[src/rtl/clk_en_gen_pkg.sv]
// Shared types and sizing helpers for the clock-enable generator.
// Honours CLK_EN_FAST_FORWARD_EN: when undefined the 8x width term drops out of acc_width.
package clk_en_pkg;

  typedef enum logic [1:0] {
    SPEED_1X = 2'd0,
    SPEED_2X = 2'd1,
    SPEED_4X = 2'd2,
    SPEED_8X = 2'd3
  } speed_t;

  localparam int unsigned MAX_SPEED_SHIFT = 3;

`ifdef CLK_EN_FAST_FORWARD_EN
  localparam int unsigned ACTIVE_SPEED_SHIFT = MAX_SPEED_SHIFT;
`else
  localparam int unsigned ACTIVE_SPEED_SHIFT = 0;
`endif

  // The accumulator never exceeds CLK_HZ - 1 plus the largest increment.
  function automatic int unsigned acc_width(input longint unsigned clk_hz,
                                            input longint unsigned base_hz);
    longint unsigned max_val;
    int unsigned     width;
    max_val = clk_hz + (base_hz << ACTIVE_SPEED_SHIFT) - 64'd1;
    width   = 1;
    for (int i = 1; i < 64; i++) begin
      if ((max_val >> i) != 64'd0) width = i + 1;
    end
    return width;
  endfunction

  function automatic int unsigned speed_shift(input speed_t sel);
    int unsigned sh;
    case (sel)
      SPEED_2X: sh = 1;
      SPEED_4X: sh = 2;
      SPEED_8X: sh = 3;
      default:  sh = 0;
    endcase
    return sh;
  endfunction

endpackage

[src/rtl/clk_en_gen_frac_tick.sv]
// Phase accumulator producing the fractional-rate base tick (combinational, one cycle wide).
// Speed multiplier active only when CLK_EN_FAST_FORWARD_EN is defined.
module frac_tick
  import clk_en_pkg::*;
#(
  parameter int unsigned CLK_HZ  = 32'd6553600,
  parameter int unsigned BASE_HZ = 32'd65536,
  parameter int          ACC_W   = 32
) (
  input  logic       clk,
  input  logic       reset_n,
  input  logic       pause,
  input  logic       resync,
  input  logic [1:0] speed,
  output logic       tick
);

  localparam logic [ACC_W-1:0] BASE_INC = ACC_W'(BASE_HZ);
  localparam logic [ACC_W-1:0] LIMIT    = ACC_W'(CLK_HZ);

  logic [ACC_W-1:0] acc;
  logic [ACC_W-1:0] acc_next;
  logic [ACC_W-1:0] inc;
  logic [ACC_W-1:0] sum;

`ifdef CLK_EN_FAST_FORWARD_EN
  speed_t speed_sel;
  assign speed_sel = speed_t'(speed);
  assign inc       = BASE_INC << speed_shift(speed_sel);
`else
  logic [1:0] unused_speed;
  assign unused_speed = speed;
  assign inc          = BASE_INC;
`endif

  // Resync beats pause; pause freezes the phase exactly where it is.
  always_comb begin
    sum      = acc + inc;
    acc_next = acc;
    tick     = 1'b0;
    if (resync) begin
      acc_next = '0;
    end else if (!pause) begin
      if (sum >= LIMIT) begin
        acc_next = sum - LIMIT;
        tick     = 1'b1;
      end else begin
        acc_next = sum;
      end
    end
  end

  always_ff @(posedge clk or negedge reset_n) begin
    if (!reset_n) acc <= '0;
    else          acc <= acc_next;
  end

endmodule

[src/rtl/clk_en_gen.sv]
// Clock-enable generator: base tick from frac_tick fanned out into power-of-two sub-rate enables.
// Optional fast-forward speed select via CLK_EN_FAST_FORWARD_EN (needs CLK_HZ >= 16*BASE_HZ at 8x).
module clk_en_gen
  import clk_en_pkg::*;
#(
  parameter int unsigned CLK_HZ  = 32'd6553600,
  parameter int unsigned BASE_HZ = 32'd65536,
  parameter int          NUM_CH  = 2,
  parameter int          ACC_W   = 32,
  localparam int         CNT_W   = (NUM_CH > 1) ? NUM_CH - 1 : 1
) (
  input  logic              clk,
  input  logic              reset_n,
  input  logic              pause,
  input  logic              resync,
  input  logic [1:0]        speed,
  output logic [NUM_CH-1:0] en,
  output logic [CNT_W-1:0]  tick_cnt
);

  if (NUM_CH < 1) begin : g_bad_num_ch
    $error("clk_en_gen: NUM_CH must be at least 1");
  end

  if (ACC_W < int'(acc_width(64'(CLK_HZ), 64'(BASE_HZ)))) begin : g_bad_acc_w
    $error("clk_en_gen: ACC_W too narrow for CLK_HZ and the largest increment");
  end

  logic              base_tick;
  logic [NUM_CH-1:0] en_next;
  logic [CNT_W-1:0]  cnt_next;

  frac_tick #(
    .CLK_HZ  (CLK_HZ),
    .BASE_HZ (BASE_HZ),
    .ACC_W   (ACC_W)
  ) u_frac_tick (
    .clk     (clk),
    .reset_n (reset_n),
    .pause   (pause),
    .resync  (resync),
    .speed   (speed),
    .tick    (base_tick)
  );

  // Channel i fires on every 2^i-th base tick, all channels aligned at tick_cnt == 0.
  always_comb begin
    en_next  = '0;
    cnt_next = tick_cnt;
    if (resync) begin
      cnt_next = '0;
    end else if (base_tick) begin
      en_next[0] = 1'b1;
      for (int i = 1; i < NUM_CH; i++) begin
        en_next[i] = ((tick_cnt & CNT_W'((1 << i) - 1)) == '0);
      end
      if (NUM_CH > 1) cnt_next = tick_cnt + CNT_W'(1);
    end
  end

  always_ff @(posedge clk or negedge reset_n) begin
    if (!reset_n) begin
      en       <= '0;
      tick_cnt <= '0;
    end else begin
      en       <= en_next;
      tick_cnt <= cnt_next;
    end
  end

  a_no_back_to_back: assert property (@(posedge clk) disable iff (!reset_n) en[0] |=> !en[0]);

endmodule
[config.mk]
export PLATFORM = sky130hd
export DESIGN_NAME = clk_en_gen
export DESIGN_NICKNAME = d
export VERILOG_FILES = /design/src/rtl/clk_en_gen_pkg.sv /design/src/rtl/clk_en_gen_frac_tick.sv /design/src/rtl/clk_en_gen.sv
export SDC_FILE = /design/constraint.sdc
export NUM_CORES = 1
export LEC_CHECK = 0
export BUFFER_PORTS_ARGS = -buffer_cell sky130_fd_sc_hd__buf_2
export CAP_MARGIN = 20
export CORE_ASPECT_RATIO = 0.8
export CORE_MARGIN = 2
export CORE_UTILIZATION = 61
export DETAILED_ROUTE_END_ITERATION = 10
export PLACE_DENSITY_LB_ADDON = 0.3
export SLEW_MARGIN = 10
export SYNTH_ARGS = -nofsm -noshare
export SYNTH_HDL_FRONTEND = slang
export SYNTH_HIERARCHICAL = 1
export SYNTH_SLANG_ARGS = --single-unit
[constraint.sdc]
create_clock -name clk -period 3.1 [get_ports clk]
set_input_delay 0.465 -clock clk [delete_from_list [all_inputs] [get_ports clk]]
set_output_delay 0.465 -clock clk [all_outputs]
set_load 0.005 [all_outputs]
==> results.ini <==
[clock_tree]
root_buffer = clkbuf_4
worstSkewPairLatency_ns = 0.31
h-tree-depth = 1
cts_repair_resize_count = 1
clk_pin_slew_worst_paths_ns = 0.12
postCtsSetupRepairBufs = 0
ctsHoldBuffers = 0
cts_buffers = 3
clkSinkCount = 19
cts_buffer_depth = 2
cts_tree = yes

[global_routing]
grt-ovfl-total = 0
first_global_vias = 1445
grt_max_degree = 30
antenna_found_initial = 0
grt_pass1_wl_um = 6906
grt_usage_pct = 26.60

[critical_path]
cp_top_family = compound AO/OA/AOI/OAI gates
r2r_start = u_frac_tick/acc[17]$_DFFE_PN0N_
cp_slowest_stage_delay_ns = 0.43
reg2reg_slack_ns = 0.19
path_buf_inv = 1
crit_path_max_fanout = 5
cp_data_arrival_time_ns = 3.12
worstSetupPathDepth = 13
cp_slowest_cell = dfrtp_1
r2r-end = u_frac_tick/acc[20]$_DFFE_PN0N_
r2r_cells = 13
required_ns = 3.31
critPathKind = reg2reg
endpoint = u_frac_tick/acc[20]$_DFFE_PN0N_
path_cells = and2_1 -> nand2_1 -> xor2_2 -> ha_2 -> nand2_1 -> a21oi_1 -> o32ai_2 -> buf_4 -> nor2_4 -> nand2b_2 -> a21o_1 -> a21oi_1 -> mux2_2
cp-end-kind = flip-flop
startpoint_type = flip-flop
cp-startpoint = u_frac_tick/acc[17]$_DFFE_PN0N_

[pwr]
p_sw_mw = 0.7816
p_int_mw = 0.8362
switching_share_pct = 48.31
seqPwrFrac_pct = 28.4
power.total_mw = 1.618
ir_worst_vdd_v = 0.0004583
comb_power_share_pct = 63.2
clkPwrFrac_pct = 8.4
leakage_nw = 0.8022
powerDensity_nw_per_um2 = 866.1

[yosys]
synth_nets = 218
syn_area_um2 = 1749
seq_area_frac_synth_pct = 27.18
synth_top_area_share_pct = 27.18
synthTopCellsByArea = dfrtp_1 (27%), a21oi_1 (5.7%), nor2_1 (4.5%)
synth_cells = 209
yosysTopAreaCell = dfrtp_1
synth_ff_type = dfrtp_1
syn_area_per_cell_um2 = 8.369
synth_warnings = 6
synth_edf_count = 0
ys_async_sr_fraction_pct = 100.0
ys_seq_elements = 19
synthDistinctLibCells = 58

[timing]
period_minus_slack_ns = 2.909
maxSlewViolCount = 0
period_share_pct = 93.83
clock.fmax_mhz = 343.8
hold_viol = 0
worst_pin_slew_ns = 0.5009
finalSetupTns_ns = 0
finalSetupViolations = 0
fin_worst_skew_ns = 0.005989
relSlewSlack_pct = 66.30

[cells_and_area]
multi_input_area_um2 = 1194
area_growth_pct = 6.795
drive_gt1_share_pct = 23.11
fill_cells = 220
antennaDiodeCount = 0
seqCellArea_um2 = 476.7
fin_nets = 222

[routing]
wl_per_cell_um = 16.23
antenna_left = 0
dr.pass1.iters = 5
wl_um = 4058
drt_iter0_markers = 192
drc_errors = 0
vias = 1631
viasPerCell = 6.524

[die]
ioPinCount = 9
rows = 17
die-area_um2 = 3315
die_h_um = 51.90
initial_core_util_pct = 63.75
core_area_um2 = 2744
die_w_um = 63.87

[placement]
numPortBuffers = 6
dp_hpwl_um = 2844
gp_congestion = 0.9041

[run]
cap_violations = 0

[outcome]
outcome = finished clean

[hold_path]
hold_path_class = in2async

[power by group through the flow]
stage / clock [mW] / sequential (mW) / combinational (mW)
finish: 0.136 / 0.460 / 1.02
global route: 0.151 / 0.470 / 1.13
CTS: 0.146 / 0.450 / 0.977
detailed placement: 0 / 0.456 / 0.961
floorplan: 0 / 0.362 / 0.884
global placement: 0 / 0.442 / 0.919
[cell families (layout without fill, tap and decap cells)]
family | after synthesis | after routing | synth area share, %
buffers and inverters | 20 | 23 | 6.580
muxes | 7 | 7 | 4.220
adders and majority gates | 3 | 3 | 2.146
xor gates and xnor gates | 12 | 12 | 6.009
and+or+nand+nor | 86 | 86 | 30.19
AOI/OAI and AO/OA | 62 | 62 | 23.68
DFF | 19 | 19 | 27.18
[final cells by class]
| type | instances | area share (%) |
|---|---|---|
| multi-input combinational | 170 | 63.90 |
| sequential | 19 | 25.52 |
| clock inverter | 1 | 0.4019 |
| timing repair buffer | 17 | 6.028 |
| clock buffer | 3 | 1.206 |
| inverter | 2 | 0.4019 |
| tap | 38 | 2.545 |
[Yosys cell counts (2+ instances only)]
cell type / count
nor2_1: 21
a21oi_1: 20
dfrtp_1: 19
o21ai_0: 14
or3_1: 10
nand2_1: 9
nor3_1: 8
and3_1: 7
a31oi_1: 6
buf_2: 6
xnor2_1: 6
xor2_1: 6
clkbuf_1: 4
mux2i_1: 4
nor4_1: 4
a21o_1: 3
and2_1: 3
buf_6: 3
ha_1: 3
nand4_1: 3
o211ai_1: 3
o21ai_2: 3
a2bb2oi_1: 2
and3_2: 2
buf_4: 2
clkbuf_2: 2
inv_1: 2
mux2_2: 2
nand3_1: 2
nor2b_1: 2
[state kept, by name, indices dropped and copies added (netlist names)]
register / flops
tick_cnt: 1
u_frac_tick/acc: 16
en: 2
[metal layers]
layer | up-vias | routed length [um] | global-route usage (%)
met4 | 0 | 74 | 7.971
met3 | 14 | 254 | 5.628
met1 | 777 | 1799 | 36.81
met2 | 68 | 1930 | 42.01
met5 | - | 0 | 0
li1 | 772 | - | -
[worst min-delay path by stage]
stage                     slack (ns)    start  depth (start not counted)                         endpoint
after floorplan                 0.17  reset_n                          0                  en[0]$_DFF_PN0_
after global placement          0.43  reset_n                          1                  en[0]$_DFF_PN0_
after detailed placement        0.43  reset_n                          1                  en[0]$_DFF_PN0_
after CTS                       0.07  reset_n                          1  u_frac_tick/acc[18]$_DFFE_PN0N_
after global routing            0.09  reset_n                          1  u_frac_tick/acc[18]$_DFFE_PN0N_
final                           0.07  reset_n                          1  u_frac_tick/acc[18]$_DFFE_PN0N_
[layout by cell type, fill, tap and decap left out, types with 4 or more instances in the layout]
| cell | instances |
|---|---|
| a21oi_1 | 20 |
| nor2_1 | 18 |
| dfrtp_1 | 18 |
| o21ai_0 | 14 |
| buf_4 | 11 |
| or3_1 | 10 |
| nand2_1 | 9 |
| nor3_1 | 8 |
| and3_1 | 7 |
| xnor2_1 | 6 |
| buf_2 | 6 |
| a31oi_1 | 6 |
| xor2_1 | 5 |
| nor4_1 | 4 |
| mux2i_1 | 4 |
[stage by stage]
step	cells	setup slack, ns	instance area [um2]	utilization (%)	hold WS, ns
2_1_floorplan	209	0.2890	1749	-	0.1694
3_3_place_gp	246	0.09667	1802	65.66	0.4257
3_5_place_dp	246	-0.003121	1802	65.66	0.4305
4_1_cts	250	0.005749	1834	66.85	0.06999
5_1_grt	250	-0.006015	1868	68.08	0.08569
6_report	250	0.1912	1868	68.08	0.06640
(Power assumes the default switching activity.)
